===== config.mk =====
export PLATFORM = sky130hd
export DESIGN_NAME = seq_gen_ctrl
export DESIGN_NICKNAME = d
export VERILOG_FILES = /design/src/rtl/seq_gen_ctrl.sv
export SDC_FILE = /design/constraint.sdc
export NUM_CORES = 1
export LEC_CHECK = 0
export BUFFER_PORTS_ARGS = -buffer_cell sky130_fd_sc_hd__buf_4
export CAP_MARGIN = 15
export CORE_MARGIN = 3
export CORE_UTILIZATION = 48
export DETAILED_ROUTE_END_ITERATION = 7
export PLACE_DENSITY = 0.76
export SLEW_MARGIN = 40
export SYNTH_ARGS = -nofsm -noshare
export SYNTH_HDL_FRONTEND = slang
export SYNTH_SLANG_ARGS = --single-unit

===== constraint.sdc =====
create_clock -name clk -period 3.7 [get_ports clk]
set_input_delay 0.74 -clock clk [delete_from_list [all_inputs] [get_ports clk]]
set_output_delay 0.74 -clock clk [all_outputs]
set_load 0.02 [all_outputs]

===== src/rtl/seq_gen_ctrl.sv =====
// seq_gen_ctrl: drives the weighted random-nucleotide generator to build a root
// sequence. Latches a base-frequency configuration, primes the generator, samples
// one 2-bit base per cycle, packs 16 bases per 32-bit word (base k at [2k+1:2k],
// k=0 oldest) and streams words out over a valid/ready handshake.
//
// Ports:
//   clk, reset            clock, synchronous active-high reset
//   start, cfg_len        run request (IDLE only) and length in bases (0 illegal)
//   cfg_prob_[acgt]       per-mille weights latched at start
//   abort                 cancel current run (no done/err)
//   rg_prob_[acgt]        registered weights to the generator
//   rg_result             generator output (A=00 C=01 G=10 T=11)
//   out_data/out_nbases/out_last/out_valid/out_ready   word stream
//   busy, done, err       status; done/err are one-cycle pulses
//
// Build option: define SEQ_GEN_CTRL_PROB_CHECK_EN to also reject starts whose
// weight sum is not 1000.
module seq_gen_ctrl #(
  parameter int unsigned LEN_W     = 16,
  parameter int unsigned PRIME_CYC = 2
) (
  input  logic             clk,
  input  logic             reset,
  input  logic             start,
  input  logic [LEN_W-1:0] cfg_len,
  input  logic [9:0]       cfg_prob_a,
  input  logic [9:0]       cfg_prob_c,
  input  logic [9:0]       cfg_prob_g,
  input  logic [9:0]       cfg_prob_t,
  input  logic             abort,
  output logic [9:0]       rg_prob_a,
  output logic [9:0]       rg_prob_c,
  output logic [9:0]       rg_prob_g,
  output logic [9:0]       rg_prob_t,
  input  logic [1:0]       rg_result,
  output logic [31:0]      out_data,
  output logic [4:0]       out_nbases,
  output logic             out_last,
  output logic             out_valid,
  input  logic             out_ready,
  output logic             busy,
  output logic             done,
  output logic             err
);

  localparam int unsigned PW = (PRIME_CYC > 1) ? $clog2(PRIME_CYC) : 1;

  typedef enum logic [2:0] {StIdle, StPrime, StRun, StFlush, StDone} state_e;

  state_e           state_q, state_d;
  logic [PW-1:0]    prime_cnt_q, prime_cnt_d;
  logic [LEN_W-1:0] bases_left_q, bases_left_d;
  logic [31:0]      pack_q, pack_d;
  logic [4:0]       pack_cnt_q, pack_cnt_d;
  logic [31:0]      out_data_q, out_data_d;
  logic [4:0]       out_nbases_q, out_nbases_d;
  logic             out_last_q, out_last_d;
  logic             out_valid_q, out_valid_d;
  logic [9:0]       prob_a_q, prob_a_d, prob_c_q, prob_c_d;
  logic [9:0]       prob_g_q, prob_g_d, prob_t_q, prob_t_d;
  logic             err_q, err_d;

  logic cfg_ok;
`ifdef SEQ_GEN_CTRL_PROB_CHECK_EN
  logic [11:0] prob_sum;
  assign prob_sum = {2'b00, cfg_prob_a} + {2'b00, cfg_prob_c}
                  + {2'b00, cfg_prob_g} + {2'b00, cfg_prob_t};
  assign cfg_ok   = (cfg_len != '0) && (prob_sum == 12'd1000);
`else
  assign cfg_ok   = (cfg_len != '0);
`endif

  logic       out_accept, out_free, word_pending, xfer, sample;
  logic [4:0] cnt_base;

  always_comb begin
    out_accept   = out_valid_q & out_ready;
    out_free     = ~out_valid_q | out_ready;
    // A word leaves the pack when full, or when partial after the final sample.
    word_pending = (pack_cnt_q == 5'd16) || ((state_q == StFlush) && (pack_cnt_q != '0));
    xfer         = word_pending & out_free;
    // A full pack that cannot move blocks sampling; a moving one frees slot 0.
    sample       = (state_q == StRun) && ((pack_cnt_q != 5'd16) || xfer);
    cnt_base     = xfer ? 5'd0 : pack_cnt_q;
  end

  always_comb begin
    state_d      = state_q;
    prime_cnt_d  = prime_cnt_q;
    bases_left_d = bases_left_q;
    pack_d       = xfer ? 32'd0 : pack_q;
    pack_cnt_d   = cnt_base;
    out_data_d   = out_data_q;
    out_nbases_d = out_nbases_q;
    out_last_d   = out_last_q;
    out_valid_d  = out_valid_q & ~out_accept;
    prob_a_d     = prob_a_q;
    prob_c_d     = prob_c_q;
    prob_g_d     = prob_g_q;
    prob_t_d     = prob_t_q;
    err_d        = 1'b0;

    if (xfer) begin
      out_data_d   = pack_q;
      out_nbases_d = pack_cnt_q;
      out_last_d   = (bases_left_q == '0);
      out_valid_d  = 1'b1;
    end

    if (sample) begin
      pack_d[{cnt_base[3:0], 1'b0} +: 2] = rg_result;
      pack_cnt_d   = cnt_base + 5'd1;
      bases_left_d = bases_left_q - 1'b1;
    end

    unique case (state_q)
      StIdle: begin
        if (start && !abort) begin
          if (cfg_ok) begin
            state_d      = StPrime;
            prime_cnt_d  = '0;
            bases_left_d = cfg_len;
            pack_d       = '0;
            pack_cnt_d   = '0;
            prob_a_d     = cfg_prob_a;
            prob_c_d     = cfg_prob_c;
            prob_g_d     = cfg_prob_g;
            prob_t_d     = cfg_prob_t;
          end else begin
            err_d = 1'b1;
          end
        end
      end
      StPrime: begin
        if (prime_cnt_q == PW'(PRIME_CYC - 1)) begin
          state_d = StRun;
        end else begin
          prime_cnt_d = prime_cnt_q + 1'b1;
        end
      end
      StRun: begin
        if (sample && (bases_left_q == LEN_W'(1))) begin
          state_d = StFlush;
        end
      end
      StFlush: begin
        if (out_accept && out_last_q) begin
          state_d = StDone;
        end
      end
      StDone: begin
        state_d = StIdle;
      end
      default: begin
        state_d = StIdle;
      end
    endcase

    if (abort && (state_q != StIdle)) begin
      state_d     = StIdle;
      out_valid_d = 1'b0;
      pack_d      = '0;
      pack_cnt_d  = '0;
    end
  end

  always_ff @(posedge clk) begin
    if (reset) begin
      state_q      <= StIdle;
      prime_cnt_q  <= '0;
      bases_left_q <= '0;
      pack_q       <= '0;
      pack_cnt_q   <= '0;
      out_data_q   <= '0;
      out_nbases_q <= '0;
      out_last_q   <= 1'b0;
      out_valid_q  <= 1'b0;
      prob_a_q     <= '0;
      prob_c_q     <= '0;
      prob_g_q     <= '0;
      prob_t_q     <= '0;
      err_q        <= 1'b0;
    end else begin
      state_q      <= state_d;
      prime_cnt_q  <= prime_cnt_d;
      bases_left_q <= bases_left_d;
      pack_q       <= pack_d;
      pack_cnt_q   <= pack_cnt_d;
      out_data_q   <= out_data_d;
      out_nbases_q <= out_nbases_d;
      out_last_q   <= out_last_d;
      out_valid_q  <= out_valid_d;
      prob_a_q     <= prob_a_d;
      prob_c_q     <= prob_c_d;
      prob_g_q     <= prob_g_d;
      prob_t_q     <= prob_t_d;
      err_q        <= err_d;
    end
  end

  assign rg_prob_a  = prob_a_q;
  assign rg_prob_c  = prob_c_q;
  assign rg_prob_g  = prob_g_q;
  assign rg_prob_t  = prob_t_q;
  assign out_data   = out_data_q;
  assign out_nbases = out_nbases_q;
  assign out_last   = out_last_q;
  assign out_valid  = out_valid_q;
  assign busy       = (state_q != StIdle);
  assign done       = (state_q == StDone);
  assign err        = err_q;

endmodule


==> results of run 1 <==
-- Yosys cell counts, types with 7 or more instances --
library cell  instances  area (um2)
nand2_1             183         687
dfxtp_1             137        2740
a21oi_1              87         435
nor2_1               34         128
clkbuf_1             30         113
nand3_1              26         130
o21ai_0              15        75.1
xor2_1               14         123
a211oi_1             12        90.1
inv_1                11        41.3
nand4_1               9        56.3
nor3_1                9        45.0
buf_6                 7        78.8
ha_1                  7        87.6
or2_2                 7        43.8
-- power groups by stage --
stage,Sequential (W),Combinational (W),Clock [W]
floorplan,0.00162,0.000219,0
global placement,0.00160,0.000397,0
detailed placement,0.00160,0.000407,0
CTS,0.00157,0.000409,0.00179
global route,0.00158,0.000449,0.00186
finish,0.00157,0.000410,0.00176
-- final timing paths --
path,to,slack (ns),depth (start not counted)
min,out_data[25]$_SDFFE_PP0P_,0.45,2
max reg2reg,pack_q[13]$_SDFF_PP0_,0.15,11
max,pack_q[13]$_SDFF_PP0_,0.15,11
min reg2reg,out_data[25]$_SDFFE_PP0P_,0.45,2
-- worst min-delay path, cell delays in order (launching register included) --
cell and delay (ns):
dfxtp_1 0.30, nand2_1 0.05, a21oi_1 0.05
-- routing by layer --
layer	track usage	vias up
met5	0	-
met2	0.379	218
met4	0.0962	0
met1	0.258	2463
li1	-	2655
met3	0.0795	33
-- cell families (layout without fill, tap and decap cells) --
family | count (synthesis) | after routing | share of synthesized area
flops | 137 | 137 | 0.477
simple gates | 307 | 307 | 0.241
buf+inv | 55 | 195 | 0.0470
compound gates | 160 | 160 | 0.174
xor+xnor | 20 | 20 | 0.0305
mux | 7 | 7 | 0.0144
fa+ha+maj | 7 | 7 | 0.0152
-- cell type report --
cell class | count | area, um2 | share of cell area
inverter | 11 | 41.3 | 0.00550
clock buffer | 25 | 515 | 0.0687
multi-input combinational | 501 | 2750 | 0.367
tap | 143 | 179 | 0.0238
clock inverter | 6 | 110 | 0.0147
timing repair buffer | 153 | 1160 | 0.155
sequential | 137 | 2740 | 0.365
-- metrics by stage --
stage	total power, W	instance area, um2	hold WS (ns)	utilization	worst slack [ns]
finish	0.00374	7500	0.452	0.649	0.148
floorplan	0.00184	5740	0.428	-	0.0818
global placement	0.00200	6860	0.440	0.593	0.337
CTS	0.00377	7490	0.453	0.648	0.150
global route	0.00389	7500	0.472	0.649	0.00989
detailed placement	0.00201	6870	0.447	0.594	0.180
-- registers in the layout, summed over array words and instances (netlist names) --
register and count:
prime_cnt_q 1, out_data 32, rg_prob_c 10, rg_prob_a 10
out_valid 1, pack_q 32, state_q 3, out_nbases 5
rg_prob_t 10, rg_prob_g 10, out_last 1, pack_cnt_q 5
bases_left_q 16, err 1
-- repair_timing --
action,CTS,global route
hold endpoints to repair,0,0
gates resized for setup,0,1
endpoints found under the setup margin,0,2
==> out/qor.txt, run 1 <==
final hold violation count = 0
routed wl met2 = 7330 um
worst skew pair latency = 0.42 ns
Clock Skews = 0.00638 ns
RSZ-0062 raised after global routing = no
Sink Count = 137
Yosys Warn Count = 0
Slew headroom = 0.472
Inserted Diodes = 0
initial antenna violation count = 0
Area Growth Syn to Fin = 30.6%
Yosys reg bits = 137
htree depth = 4
worst-path fanout max = 10
Sw Pwr = 0.000879 W
largest net degree at the start of global routing = 93
Synth cell types = 59
Worst Path Class, Setup = reg -> reg
iteration count of the initial detailed-routing pass = 5
HPWL after DPL = 10500 um
commonest non-fill, non-tap cell in the layout = nand2_1
Gate power share = 0.110
Synth Area per Inst = 8.29 um2
Post-Synthesis Cell Area = 0.00574 mm2
placed instance count = 945
slowest stage cell, crit path = or4_4
gr usage total = 0.225
WP data arrival = 3.89 ns
vias in the first global route = 5065
Max Root-Sink Buffers = 2
hold_buf cts = 0
routed length on met1 = 6040 um
worst hold start = out_data[25]$_SDFFE_PP0P_
Synth Flop Type = dfxtp_1
Port-buffer cells = 144
FFs w/ async S/R, synth = 0
WP buf/inv = 1
total of max-cap violations = 0
Seq pwr share = 0.421
Pint = 0.00286 W
Post-Syn Nets = 763
# rows = 39
Critical Path Source = pack_cnt_q[1]$_SDFF_PP0_
CTS tree = done
grt total ovfl = 0
CP cell instances = or4_4 > mux2i_4 > or2_2 > and2_1 > inv_1 > ha_1 > nand3b_1 > o22ai_1 > nand4_1 > or2_2 > a21oi_1
# DRC = 0
WL/cell = 15.3 um
worst hold path class = reg -> reg
sequential cell area fraction in the yosys report = 0.477
first-pass GRT wire length = 23900 um
CTS Buf Count = 17
CTS root buffer = clkbuf_16
Final Max Slew Viols = 0
chip width = 115 um
Max Clk Rate = 0.282 GHz
clock power share = 0.470
Post-Syn Instances = 693
cell leakage power = 2.97 nW
Final ANT Viol Nets = 0
Die H = 115 um
Via density = 5.50
Net Sw Frac = 0.235
FILL cells = 988
status = complete, no violations
postcts setup bufs = 0
DR vias = 5369
routed wl met3 = 1210 um
top sig layer = met4
CP most frequent cell = or2_2
Worst setup SP type = register
starting density of the core = 0.497
Iter 0 DRT Violations = 360
Ports = 145
routed wire length = 15000 um
Peak VDD IR = 0.239 mV
most frequent cells in the layout = 182 x nand2_1, 151 x buf_4, 137 x dfxtp_1
Post-synth EDFFs = 0
Worst Tran Pin Value = 0.791 ns
fin crit share = 0.960
Placer Congestion = 0.932
nets@finish = 891
core area = 0.0116 mm2
Setup Viol. Count Final = 0
r2r startpoint = pack_cnt_q[1]$_SDFF_PP0_
Cell Pwr Density = 498 mW/mm2
Clock transition at path regs = 0.05 ns
DIE AREA = 0.0133 mm2
fin crit period = 3.55 ns
share of cells above drive strength 1 = 0.247
Crit path max-delay family = simple AND/OR/NAND/NOR gates
Crit path largest cell delay = 0.62 ns
Post-Route Setup TNS = 0 ns
endpoint type of the worst setup path = register
Critical Path RT = 4.04 ns
Cell Count, Final, Fillers Out = 976
Power figures use the tool's default switching activity.
==> inputs of run 2 (changes only) <==
--- a/config.mk
+++ b/config.mk
@@ -5,6 +5,7 @@
 export SDC_FILE = /design/constraint.sdc
 export NUM_CORES = 1
 export LEC_CHECK = 0
+export ABC_AREA = 1
 export BUFFER_PORTS_ARGS = -buffer_cell sky130_fd_sc_hd__buf_4
 export CAP_MARGIN = 15
 export CORE_MARGIN = 3
==> run 2 against run 1 <==
First-iteration DRC count increased by 27%; largest cell class unchanged; sequential power is 13% higher; critical path depth decreased by 4; register-to-register slack better by 0.89 ns; critical endpoint is now pack_q[0]$_SDFF_PP0_.
==> out/qor.txt, run 2 <==
nets@finish = 1042
R2R Setup Slk = 1.04 ns
initial antenna violation count = 0
Area Growth Syn to Fin = 29.0%
Final ANT Viol Nets = 0
Worst Tran Pin Value = 0.807 ns
Post-Synthesis Cell Area = 0.00603 mm2
WL/cell = 13.4 um
Cell Pwr Density = 623 mW/mm2
top-area cell type share of the netlist area = 0.455
core area = 0.0122 mm2
Clock Skews = 0.0113 ns
Final Max Slew Viols = 0
most frequent cells in the layout = 205 x nor2_1, 150 x buf_4, 137 x dfxtp_1
Post-Syn Nets = 913
Net Sw Frac = 0.331
endpoint type of the worst setup path = register
WP data arrival = 2.93 ns
Synth top cells by count = 205 x nor2_1, 137 x dfxtp_1, 122 x nand2_1, 100 x o21ai_0, 69 x inv_1
slowest stage cell, crit path = inv_2
fin crit period = 2.66 ns
worst hold path class = reg -> reg
Synth cell types = 38
Min-Delay Endpoint = prime_cnt_q$_SDFFE_PP0P_
sequential cell area fraction in the yosys report = 0.455
Max Clk Rate = 0.376 GHz
simple-gate share of the synthesized area = 0.285
Worst Path Class, Setup = reg -> reg
# DRC = 0
post-synthesis mux area share = 0
Post-Route Setup TNS = 0 ns
Setup Viol. Count Final = 0
vias in the first global route = 5107
CP cell instances = nor3_1 > nand4_1 > inv_2 > nor2_2 > buf_4 > inv_1 > a211oi_1
Final Util = 0.640
cell with the most instances after synthesis = nor2_1
DR vias = 5745
clock power share = 0.352
Clock transition at path regs = 0.06 ns
Crit Reg-Reg Endpoint = pack_q[0]$_SDFF_PP0_
Crit path largest cell delay = 0.62 ns
gr usage total = 0.215
Iter 0 DRT Violations = 456
RSZ-0062 raised after global routing = no
Post-synth EDFFs = 0
Placer Congestion = 0.862
Area contributors post-synth = dfxtp_1 45%, nor2_1 13%, o21ai_0 8.3%, nand2_1 7.6%, a21oi_1 4.3%
postcts setup bufs = 0
Max Root-Sink Buffers = 2
worst r2r path cells = 7
Seq pwr share = 0.367
Pint = 0.00324 W
Ports = 145
first-pass GRT wire length = 24800 um
fin crit share = 0.720
FFs w/ async S/R, synth = 0
Sw Pwr = 0.00161 W
worst-path fanout max = 46
iteration count of the initial detailed-routing pass = 5
dominant cell type by area after synthesis = dfxtp_1
Via density = 4.98
worst hold start = prime_cnt_q$_SDFFE_PP0P_
Synth Flop Type = dfxtp_1
Gate power share = 0.281
Post-Syn Instances = 843
largest net degree at the start of global routing = 94
# rows = 40
Yosys reg bits = 137
share of cells above drive strength 1 = 0.220
largest family of logic cells by synthesized area = simple AND/OR/NAND/NOR gates
Port-buffer cells = 144
Inserted Diodes = 0
total power = 0.00485 W
Compound-Gate Fraction of Synth Area = 0.164
CTS root buffer = clkbuf_16
total of max-cap violations = 0
final hold violation count = 0
HPWL after DPL = 10600 um
hold_buf cts = 0
Multi-input gate area = 0.00282 mm2
chip width = 118 um
Synth Area per Inst = 7.15 um2
synthesized-area fraction occupied by adder cells = 0.0145
cell leakage power = 3.44 nW
Die H = 118 um
xor/xnor share of the synthesized area = 0.00436
CTS Buf Count = 17
register area = 0.00274 mm2
Critical Path RT = 3.96 ns
WP buf/inv = 3
worst skew pair latency = 0.42 ns
Worst setup SP type = register
starting density of the core = 0.496
Yosys Warn Count = 0
htree depth = 4
Crit path max-delay family = buffers and inverters
DIE AREA = 0.0139 mm2
routed wire length = 15500 um
grt total ovfl = 0
CTS tree = done
post-CTS sizing = 0
Peak VDD IR = 0.440 mV
r2r startpoint = state_q[1]$_SDFFE_PP0P_
status = complete, no violations
Sink Count = 137
FILL cells = 1122
Slew headroom = 0.462
hold depth = 2
commonest non-fill, non-tap cell in the layout = nor2_1
-- run 2: worst max path at each step --
stage	start	end	slack (ns)	depth (start not counted)
3_5_place_dp	cfg_len[15]	pack_q[0]$_SDFF_PP0_	0.77	11
3_3_place_gp	cfg_len[15]	pack_q[0]$_SDFF_PP0_	0.81	11
5_1_grt	state_q[1]$_SDFFE_PP0P_	pack_q[30]$_SDFF_PP0_	0.77	7
4_1_cts	state_q[1]$_SDFFE_PP0P_	pack_q[0]$_SDFF_PP0_	0.97	7
6_report	state_q[1]$_SDFFE_PP0P_	pack_q[0]$_SDFF_PP0_	1.04	7
2_1_floorplan	out_ready	pack_q[12]$_SDFF_PP0_	1.05	16
-- run 2: kinds of logic (layout without fill, tap and decap cells) --
logic type,Yosys count,count (layout)
AO/OA/AOI/OAI,180,180
XOR/XNOR,3,3
adder cells (fa/ha/maj),7,7
buffers and inverters,114,256
flip-flops,137,137
AND/OR/NAND/NOR,402,402
-- run 2: area by class of cell --
type                            instances  share of cell area
Sequential cell                       137               0.353
Tap cell                              168              0.0270
Timing Repair Buffer                  150               0.145
Clock inverter                          8              0.0151
Inverter                               74              0.0363
Clock buffer                           24              0.0619
Multi-Input combinational cell        592               0.362
-- run 2: per-layer routing --
layer	wire length, um	part of all wire	track usage	vias to the layer above
li1	-	-	-	2984
met1	7250	0.47	0.288	2589
met5	0	0	0	-
met2	7260	0.47	0.348	164
met3	852	0.055	0.0581	8
met4	110	0.0071	0.0513	0
-- run 2: power by group through the flow --
stage	Clock [W]	Combinational [W]	Sequential [W]
detailed placement	0	0.00136	0.00180
CTS	0.00174	0.00137	0.00178
floorplan	0	0.000843	0.00191
global route	0.00180	0.00151	0.00180
finish	0.00171	0.00136	0.00178
global placement	0	0.00134	0.00180
-- run 2: worst min-delay path, stage by stage (launching register included) --
cell     delay, ns
dfxtp_1       0.30
nand2_1       0.06
a21oi_1       0.05
-- run 2: per-stage QoR --
stage | area (um2) | hold WS, ns | setup WS, ns | instances
global placement | 7180 | 0.444 | 0.811 | 1121
detailed placement | 7180 | 0.448 | 0.773 | 1121
CTS | 7780 | 0.456 | 0.968 | 1153
global route | 7780 | 0.483 | 0.768 | 1153
floorplan | 6030 | 0.430 | 1.05 | 843
finish | 7780 | 0.457 | 1.04 | 1153
